<file path="src/rtl/tone_generator.sv">
// rtl/tone_generator.sv - square-wave tone stage: plays a latched note, then a fixed silent gap
module tone_generator #(
  parameter int GAP_CYCLES = 4
) (
  input  logic        clk,
  input  logic        rst,
  input  logic        en,
  input  logic        note_val,
  output logic        note_rdy,
  input  logic [15:0] half_period,
  input  logic [15:0] duration,
  output logic        spk,
  output logic        busy,
  output logic        note_done
);

  typedef enum logic [1:0] {
    IDLE = 2'd0,
    PLAY = 2'd1,
    GAP  = 2'd2
  } state_t;

  localparam logic [15:0] GAP_LOAD = 16'(GAP_CYCLES);

  state_t      state;
  logic [15:0] hp_q;
  logic [15:0] dur_cnt;
  logic [15:0] phase_cnt;
  logic [15:0] gap_cnt;

  assign note_rdy = (state == IDLE) && en;
  assign busy     = (state != IDLE);

  always_ff @(posedge clk or negedge rst) begin
    if (!rst) begin
      state     <= IDLE;
      hp_q      <= '0;
      dur_cnt   <= '0;
      phase_cnt <= '0;
      gap_cnt   <= '0;
      spk       <= 1'b0;
      note_done <= 1'b0;
    end else begin
      // note_done is a single-cycle pulse even while paused
      note_done <= 1'b0;
      if (en) begin
        case (state)
          IDLE: begin
            spk <= 1'b0;
            if (note_val) begin
              hp_q      <= half_period;
              phase_cnt <= '0;
              if (duration != 16'd0) begin
                dur_cnt <= duration;
                state   <= PLAY;
              end else begin
                gap_cnt <= GAP_LOAD;
                state   <= GAP;
              end
            end
          end
          PLAY: begin
            if (dur_cnt == 16'd1) begin
              spk       <= 1'b0;
              phase_cnt <= '0;
              gap_cnt   <= GAP_LOAD;
              state     <= GAP;
            end else begin
              dur_cnt <= dur_cnt - 16'd1;
              if (hp_q == 16'd0) begin
                spk <= 1'b0;
              end else if (phase_cnt == hp_q - 16'd1) begin
                phase_cnt <= '0;
                spk       <= ~spk;
              end else begin
                phase_cnt <= phase_cnt + 16'd1;
              end
            end
          end
          GAP: begin
            spk <= 1'b0;
            if (gap_cnt == 16'd1) begin
              note_done <= 1'b1;
              state     <= IDLE;
            end else begin
              gap_cnt <= gap_cnt - 16'd1;
            end
          end
          default: begin
            spk   <= 1'b0;
            state <= IDLE;
          end
        endcase
      end
    end
  end

endmodule
</file>
<file path="config.mk">
export PLATFORM = sky130hd
export DESIGN_NAME = tone_generator
export DESIGN_NICKNAME = d
export VERILOG_FILES = /design/src/rtl/tone_generator.sv
export SDC_FILE = /design/constraint.sdc
export NUM_CORES = 1
export LEC_CHECK = 0
export CAP_MARGIN = 5
export CELL_PAD_IN_SITES_DETAIL_PLACEMENT = 1
export CELL_PAD_IN_SITES_GLOBAL_PLACEMENT = 1
export CORE_MARGIN = 5
export CORE_UTILIZATION = 44
export CTS_CLUSTER_DIAMETER = 80
export DETAILED_ROUTE_END_ITERATION = 7
export GPL_TIMING_DRIVEN = 0
export PLACE_DENSITY = 0.82
export SYNTH_ARGS = -nofsm -noshare
export SYNTH_HDL_FRONTEND = slang
export SYNTH_SLANG_ARGS = --single-unit
</file>
<file path="constraint.sdc">
create_clock -name clk -period 4.2 [get_ports clk]
set_clock_uncertainty 0.2 [all_clocks]
set_input_delay 0.63 -clock clk [delete_from_list [all_inputs] [get_ports clk]]
set_output_delay 0.63 -clock clk [all_outputs]
set_load 0.1 [all_outputs]
</file>
Word level (Yosys, flattened, before mapping)
Cells that the tools add are included.
{"block": "classes", "mux": 26, "n_eq_ne": 14, "addsub": 4, "n_reduce_logical": 13, "bitwise_logic": 1}
{"cell": "16-bit 2-to-1 mux", "n": 11}
{"cell": "16-bit one-hot mux with 2 select lines", "n": 2}
{"cell": "16-bit one-hot mux with 3 select lines", "n": 1}
{"cell": "16-bit by 1-bit subtractor with 16-bit output, second input constant", "n": 3}
{"cell": "16-bit by 1-bit equality test with 1-bit output, second input constant", "n": 2}
{"cell": "16-bit by 1-bit adder with 16-bit output, second input constant", "n": 1}
{"cell": "16-bit equality test", "n": 1}
{"cell": "16-bit zero test", "n": 1}
{"cell": "16-bit nonzero test", "n": 1}
{"cell": "2-bit != test, second input constant", "n": 6}
{"cell": "2-bit 2-to-1 mux", "n": 4}
{"cell": "4-bit AND reduction", "n": 2}
{"cell": "1-bit 2-to-1 mux", "n": 7}
{"cell": "2-bit one-hot mux with 3 select lines", "n": 1}
{"cell": "6-bit AND reduction", "n": 1}
{"cell": "5-bit AND reduction", "n": 1}
{"cell": "4-bit != test, second input constant", "n": 1}
{"cell": "2-bit nonzero test", "n": 2}
{"cell": "3-bit != test, second input constant", "n": 1}
{"cell": "3-bit AND reduction", "n": 1}
{"cell": "3-bit nonzero test", "n": 1}
{"cell": "2-bit by 1-bit equality test with 1-bit output, second input constant", "n": 1}
{"cell": "2-bit equality test, second input constant", "n": 1}
{"cell": "2-bit zero test", "n": 1}
{"cell": "4 further kinds", "n": 4}
{"block": "word_totals", "regBits": 68, "inputBits": 36, "out_inout_bits": 4}

Longest topological paths before layout
{"block": "logic_depth", "depth_word": 6, "ltp_mapped": 10, "ltp_nobuf": 10}

Least setup slack after synthesis
No wires, ideal clock.
{"block": "synth_path", "path_kind": "register -> output", "start": "reg state[1]", "end": "out note_rdy", "path_buffers": 1, "path_stages_with_launch": 5, "slack_ns": 0.872, "t_arrival_ns": 2.498, "path_cell_list": "dfrtp_1 > clkbuf_1 > nor2_1 > inv_1 > nor2_1"}
{"block": "synth_via", "elab_chain_cells": 2}
{"item": "from (decl)", "line_no": "25", "text": "state_t state;"}
{"item": "from (signal assigned)", "line_no": "36", "text": "state <= IDLE;"}
{"item": "from (signal assigned)", "line_no": "55", "text": "state <= PLAY;"}
{"item": "from (signal assigned)", "line_no": "58", "text": "state <= GAP;"}
{"item": "2-bit zero test", "line_no": "31", "text": "assign note_rdy = (state == IDLE) && en;"}
{"item": "1-bit logical AND", "line_no": "31"}
{"item": "to (decl)", "line_no": "9", "text": "output logic note_rdy,"}
Every way passes these cells.

Worst setup path in the final report
{"block": "layout_path", "start": "reg hp_q[0]", "end": "reg phase_cnt[5]"}
{"block": "layout_via", "elab_chain_cells": 6}
{"item": "from (decl)", "line_no": "26", "text": "logic [15:0] hp_q;"}
{"item": "from (signal assigned)", "line_no": "51", "text": "hp_q <= half_period;"}
{"item": "16-bit by 1-bit subtractor with 16-bit output", "line_no": "72", "text": "end else if (phase_cnt == hp_q - 16'd1) begin"}
{"item": "16-bit equality test", "line_no": "72"}
{"item": "16-bit 2-to-1 mux", "line_no": "72"}
{"item": "16-bit 2-to-1 mux", "line_no": "70", "text": "if (hp_q == 16'd0) begin"}
{"item": "16-bit 2-to-1 mux", "line_no": "63", "text": "if (dur_cnt == 16'd1) begin"}
{"item": "16-bit one-hot mux with 2 select lines", "line_no": "47", "text": "case (state)"}
{"item": "to (signal assigned)", "line_no": "76", "text": "phase_cnt <= phase_cnt + 16'd1;"}
{"item": "to (decl)", "line_no": "28", "text": "logic [15:0] phase_cnt;"}
Several ways; a longest one is shown, not always the timed one. The select of a mux whose other input is x is not followed.
A chain may end at the register's enable or synchronous reset.

==> implementation parameters <==
Parameter                              Value

Run status
  Status ... completed

Power and ir drop
  Share of total power consumed by net switching ... 43.7%
  Power per standard cell area ... between 600 and 700 nW/um2
  Combinational cell fraction of total power ... 45.2%
  Clock group share of total power ... between 15 and 20%
  Peak supply drop ... about 0.00025 V
  Sequential group share of total power ... 35.2%
  Static Leakage ... about 2.0 nW
  Net Switching ... ~1.4 mW
  Design internal power ... approximately 1.8 mW

Finish
  Net count reported at finish ... a little under 600
  Multi-input gate area ... between 2000 and 2500 um2
  Leading cell type in the layout, fill and taps excluded ... dfrtp_1
  Area added between synthesis and finish ... 18.2%
  Sequential cell area in the final layout ... between 1500 and 2000 um2
  Diode insertion count for antenna repair ... 0
  Top library cells by usage in the layout, fill and taps aside ... dfrtp_1 (68), nor2_1 (50), o21ai_0 (50)
  Layout cell share with drive strength beyond 1 ... roughly 7.9%
  Final standard cell utilization of the core ... around 54%
  Final Cell Area ... just under 5000 um2
  Final-layout fill cell count ... approximately 1200

Logic synthesis
  Post-synthesis instance total ... 491
  Primary flip-flop cell chosen by synthesis mapping ... dfrtp_1
  Synthesized area per cell ... roughly 8.6 um2
  Synthesized area ... about 4200 um2
  Portion of synthesized cell area occupied by the leading cell type ... around two fifths
  Number of synthesized register bits ... approximately 70
  Async set-reset flop share out of synthesis ... 100%
  Distinct cells, synth ... between 50 and 60
  Biggest area consumer among synthesized cells ... dfrtp_1
  Synth warn ... 0
  Top cells by area in the synthesized netlist ... dfrtp_1 (40%), o21ai_0 (5.9%), nor2_1 (4.5%)
  Share of synthesized area occupied by flip-flops and latches ... 40.4%
  Number of flops mapped to enable cells by yosys ... 0
  Net Count, Synth ... about 530

GRT
  Global-route wire length before repair ... around 20000 um
  Initial antenna violation count ... 0
  Vias in the first global route ... 4270
  Gr ovfl total ... 0
  Total track usage ... ~22%
  Maximum number of pins on one net before global-route repair ... 69

Clocking
  Post-CTS setup repair buffer count ... 0
  Maximum clock path buffer count ... 2
  CTS H-tree lvls ... 3
  Hold buffer count at cts ... 0
  Clock net sink count ... between 60 and 70
  Clock tree from TritonCTS ... done
  Clock buffers created by TritonCTS ... 9
  Resized cells post-CTS ... 0
  Clk pin slew, worst setup/hold paths ... ~0.08 ns
  Clock network latency to the later pin of the worst-skew pair ... approximately 0.36 ns
  Clk Tree Root Cell ... clkbuf_8

Worst setup path
  WP buf/inv ... 2
  Worst-path cell chain ... inv_1, ha_1, nor4b_1, nand4_1, nor3_1, inv_1, o21ai_1, nor3b_1, o21ai_0, nand2_1
  Master of the slowest instance on the critical path ... nor4b_1
  Number of cells on the critical path ... 10
  Type of the worst setup path ... register to register
  Most prevalent standard cell on the critical path ... inv_1
  Critical path data arrival time ... approximately 3.6 ns
  Crit-path max FO ... 9
  Cell family with most CP delay ... simple AND/OR/NAND/NOR gates
  Crit path largest cell delay ... between 0.6 and 0.7 ns
  Crit. End Element ... register
  Worst r2r path cells ... 10
  Data required, critical path ... 4.25 ns
  Critical path launch point type ... register

Timing
  Number of hold-slack violations in the final timing report ... 0
  Setup violations, final ... 0
  Shortest clock period the worst path allows after layout ... about 3.6 ns
  Smallest hold slack ... roughly 0.19 ns
  Final setup margin ... around 0.6 ns
  Share of the clock period used by the worst path after layout ... a little under nine tenths
  Final max-slew violation count ... 0
  Measured slew at the worst slew-check pin ... roughly 1.2 ns
  Highest Clock Rate ... about 280 MHz
  Unrepaired setup endpoints after global routing ... false
  Setup TNS ... 0 ns
  Headroom to the max-slew limit ... between 20% and 30%

Detailed routing
  Via-to-Cell Ratio ... between 5 and 6
  Antenna-violating nets left ... 0
  Drt first pass iters ... 4
  Via count ... approximately 4000
  Number of design-rule violations left by the first detailed-router iteration ... 147
  Number of DRC violations after detailed routing ... 0
  Final Routed Wirelength ... roughly 12000 um
  Average wire per cell in the routed design ... approximately 18 um

Min path
  Hold/Removal Path Class ... input port to asynchronous set/reset pin

Floorplan
  Die ar. ... roughly 12000 um2
  # IOs ... 40
  Width of the die ... 108 um
  Y dimension of the die ... approximately 110 um
  Standard-cell rows ... 35
  Initial Utilization ... between 40 and 50%
  Placeable core area ... about 9300 um2

Placed design
  Count of buffers from port buffering ... 38
  DP Wirelength ... 8830 um
  Worst setup slack after placement ... 0.629 ns
  Final weighted congestion of routability-driven global placement ... roughly 0.8
  Post-detailed-placement cell area ... between 4000 and 5000 um2

Run
  Max capacitance violation total ... 0
==> worst register-to-register path: stages (launching register included) <==
cell,delay (ns)
dfrtp_1,0.46
inv_1,0.11
ha_1,0.33
nor4b_1,0.67
nand4_1,0.24
nor3_1,0.38
inv_1,0.11
o21ai_1,0.63
nor3b_1,0.13
o21ai_0,0.17
nand2_1,0.06
==> kinds of logic after synthesis <==
| family | count (synthesis) | share of synthesized area (%) |
|---|---|---|
| buf+inv | 38 | 3.77 |
| compound gates | 137 | 20.0 |
| fa+ha+maj | 6 | 1.78 |
| flops | 68 | 40.4 |
| xor+xnor | 27 | 5.62 |
| simple gates | 202 | 24.9 |
| mux | 13 | 3.48 |
==> flip-flops by register name (all words and copies together) (netlist names) <==
| name | cells |
|---|---|
| note_done | 1 |
| hp_q | 16 |
| state | 2 |
| phase_cnt | 16 |
| dur_cnt | 16 |
| spk | 1 |
| gap_cnt | 16 |
==> stage by stage <==
stage / power [mW] / std cells
2_1_floorplan: 2.11 / 491
3_3_place_gp: 2.45 / 658
3_5_place_dp: 2.54 / 658
4_1_cts: 3.18 / 674
5_1_grt: 3.39 / 674
6_report: 3.17 / 674
==> power groups by stage <==
stage / Combinational, mW / Clock, mW / Sequential, mW
global placement: 1.34 / 0 / 1.11
CTS: 1.44 / 0.639 / 1.11
floorplan: 1.07 / 0 / 1.05
global route: 1.57 / 0.664 / 1.15
detailed placement: 1.42 / 0 / 1.12
finish: 1.43 / 0.622 / 1.11
==> per-layer routing <==
metal  share of wire, %  up-vias  global-route usage [%]
met1                 44     1991                    25.8
met2                 52       54                    39.4
met3                3.0       14                    4.14
li1                   -     1888                       -
met5                  0        -                       0
met4                1.0        0                    7.03
==> worst paths after layout <==
| path | start | end | slack, ns |
|---|---|---|---|
| worst max register to register | hp_q[0] | phase_cnt[5] | 0.61 |
| min in group clk | gap_cnt[11] | gap_cnt[11] | 0.29 |
| worst min-delay path | rst | hp_q[14] | 0.19 |
| worst max-delay path | hp_q[0] | phase_cnt[5] | 0.61 |
| worst min register to register | gap_cnt[11] | gap_cnt[11] | 0.29 |
| max in group asynchronous | rst | gap_cnt[4] | 3.03 |
==> Yosys cell counts, types with 5 or more instances <==
library cell / n
dfrtp_1: 68
mux2_2: 13
ha_1: 6
and2_1: 5
nand4_1: 10
nor4_1: 10
o211ai_1: 6
nor2_1: 50
clkbuf_1: 16
or4_1: 6
and3_1: 8
xnor2_1: 21
o31ai_1: 7
xor2_1: 6
o22ai_1: 6
inv_1: 18
o21ai_0: 50
nand2b_1: 7
nand3b_1: 7
nand2_1: 43
nand3_1: 10
nor3_1: 24
a21oi_1: 35
==> area by class of cell <==
cell class | count | area share [%]
well taps | 129 | 3.24
plain buffers | 20 | 1.84
clock buffers | 10 | 2.77
clock inverters | 6 | 1.76
repair buffers | 38 | 7.60
flip-flops and latches | 68 | 34.2
multi-input cells | 385 | 47.2
inverters | 18 | 1.36
(Power assumes the default switching activity.)
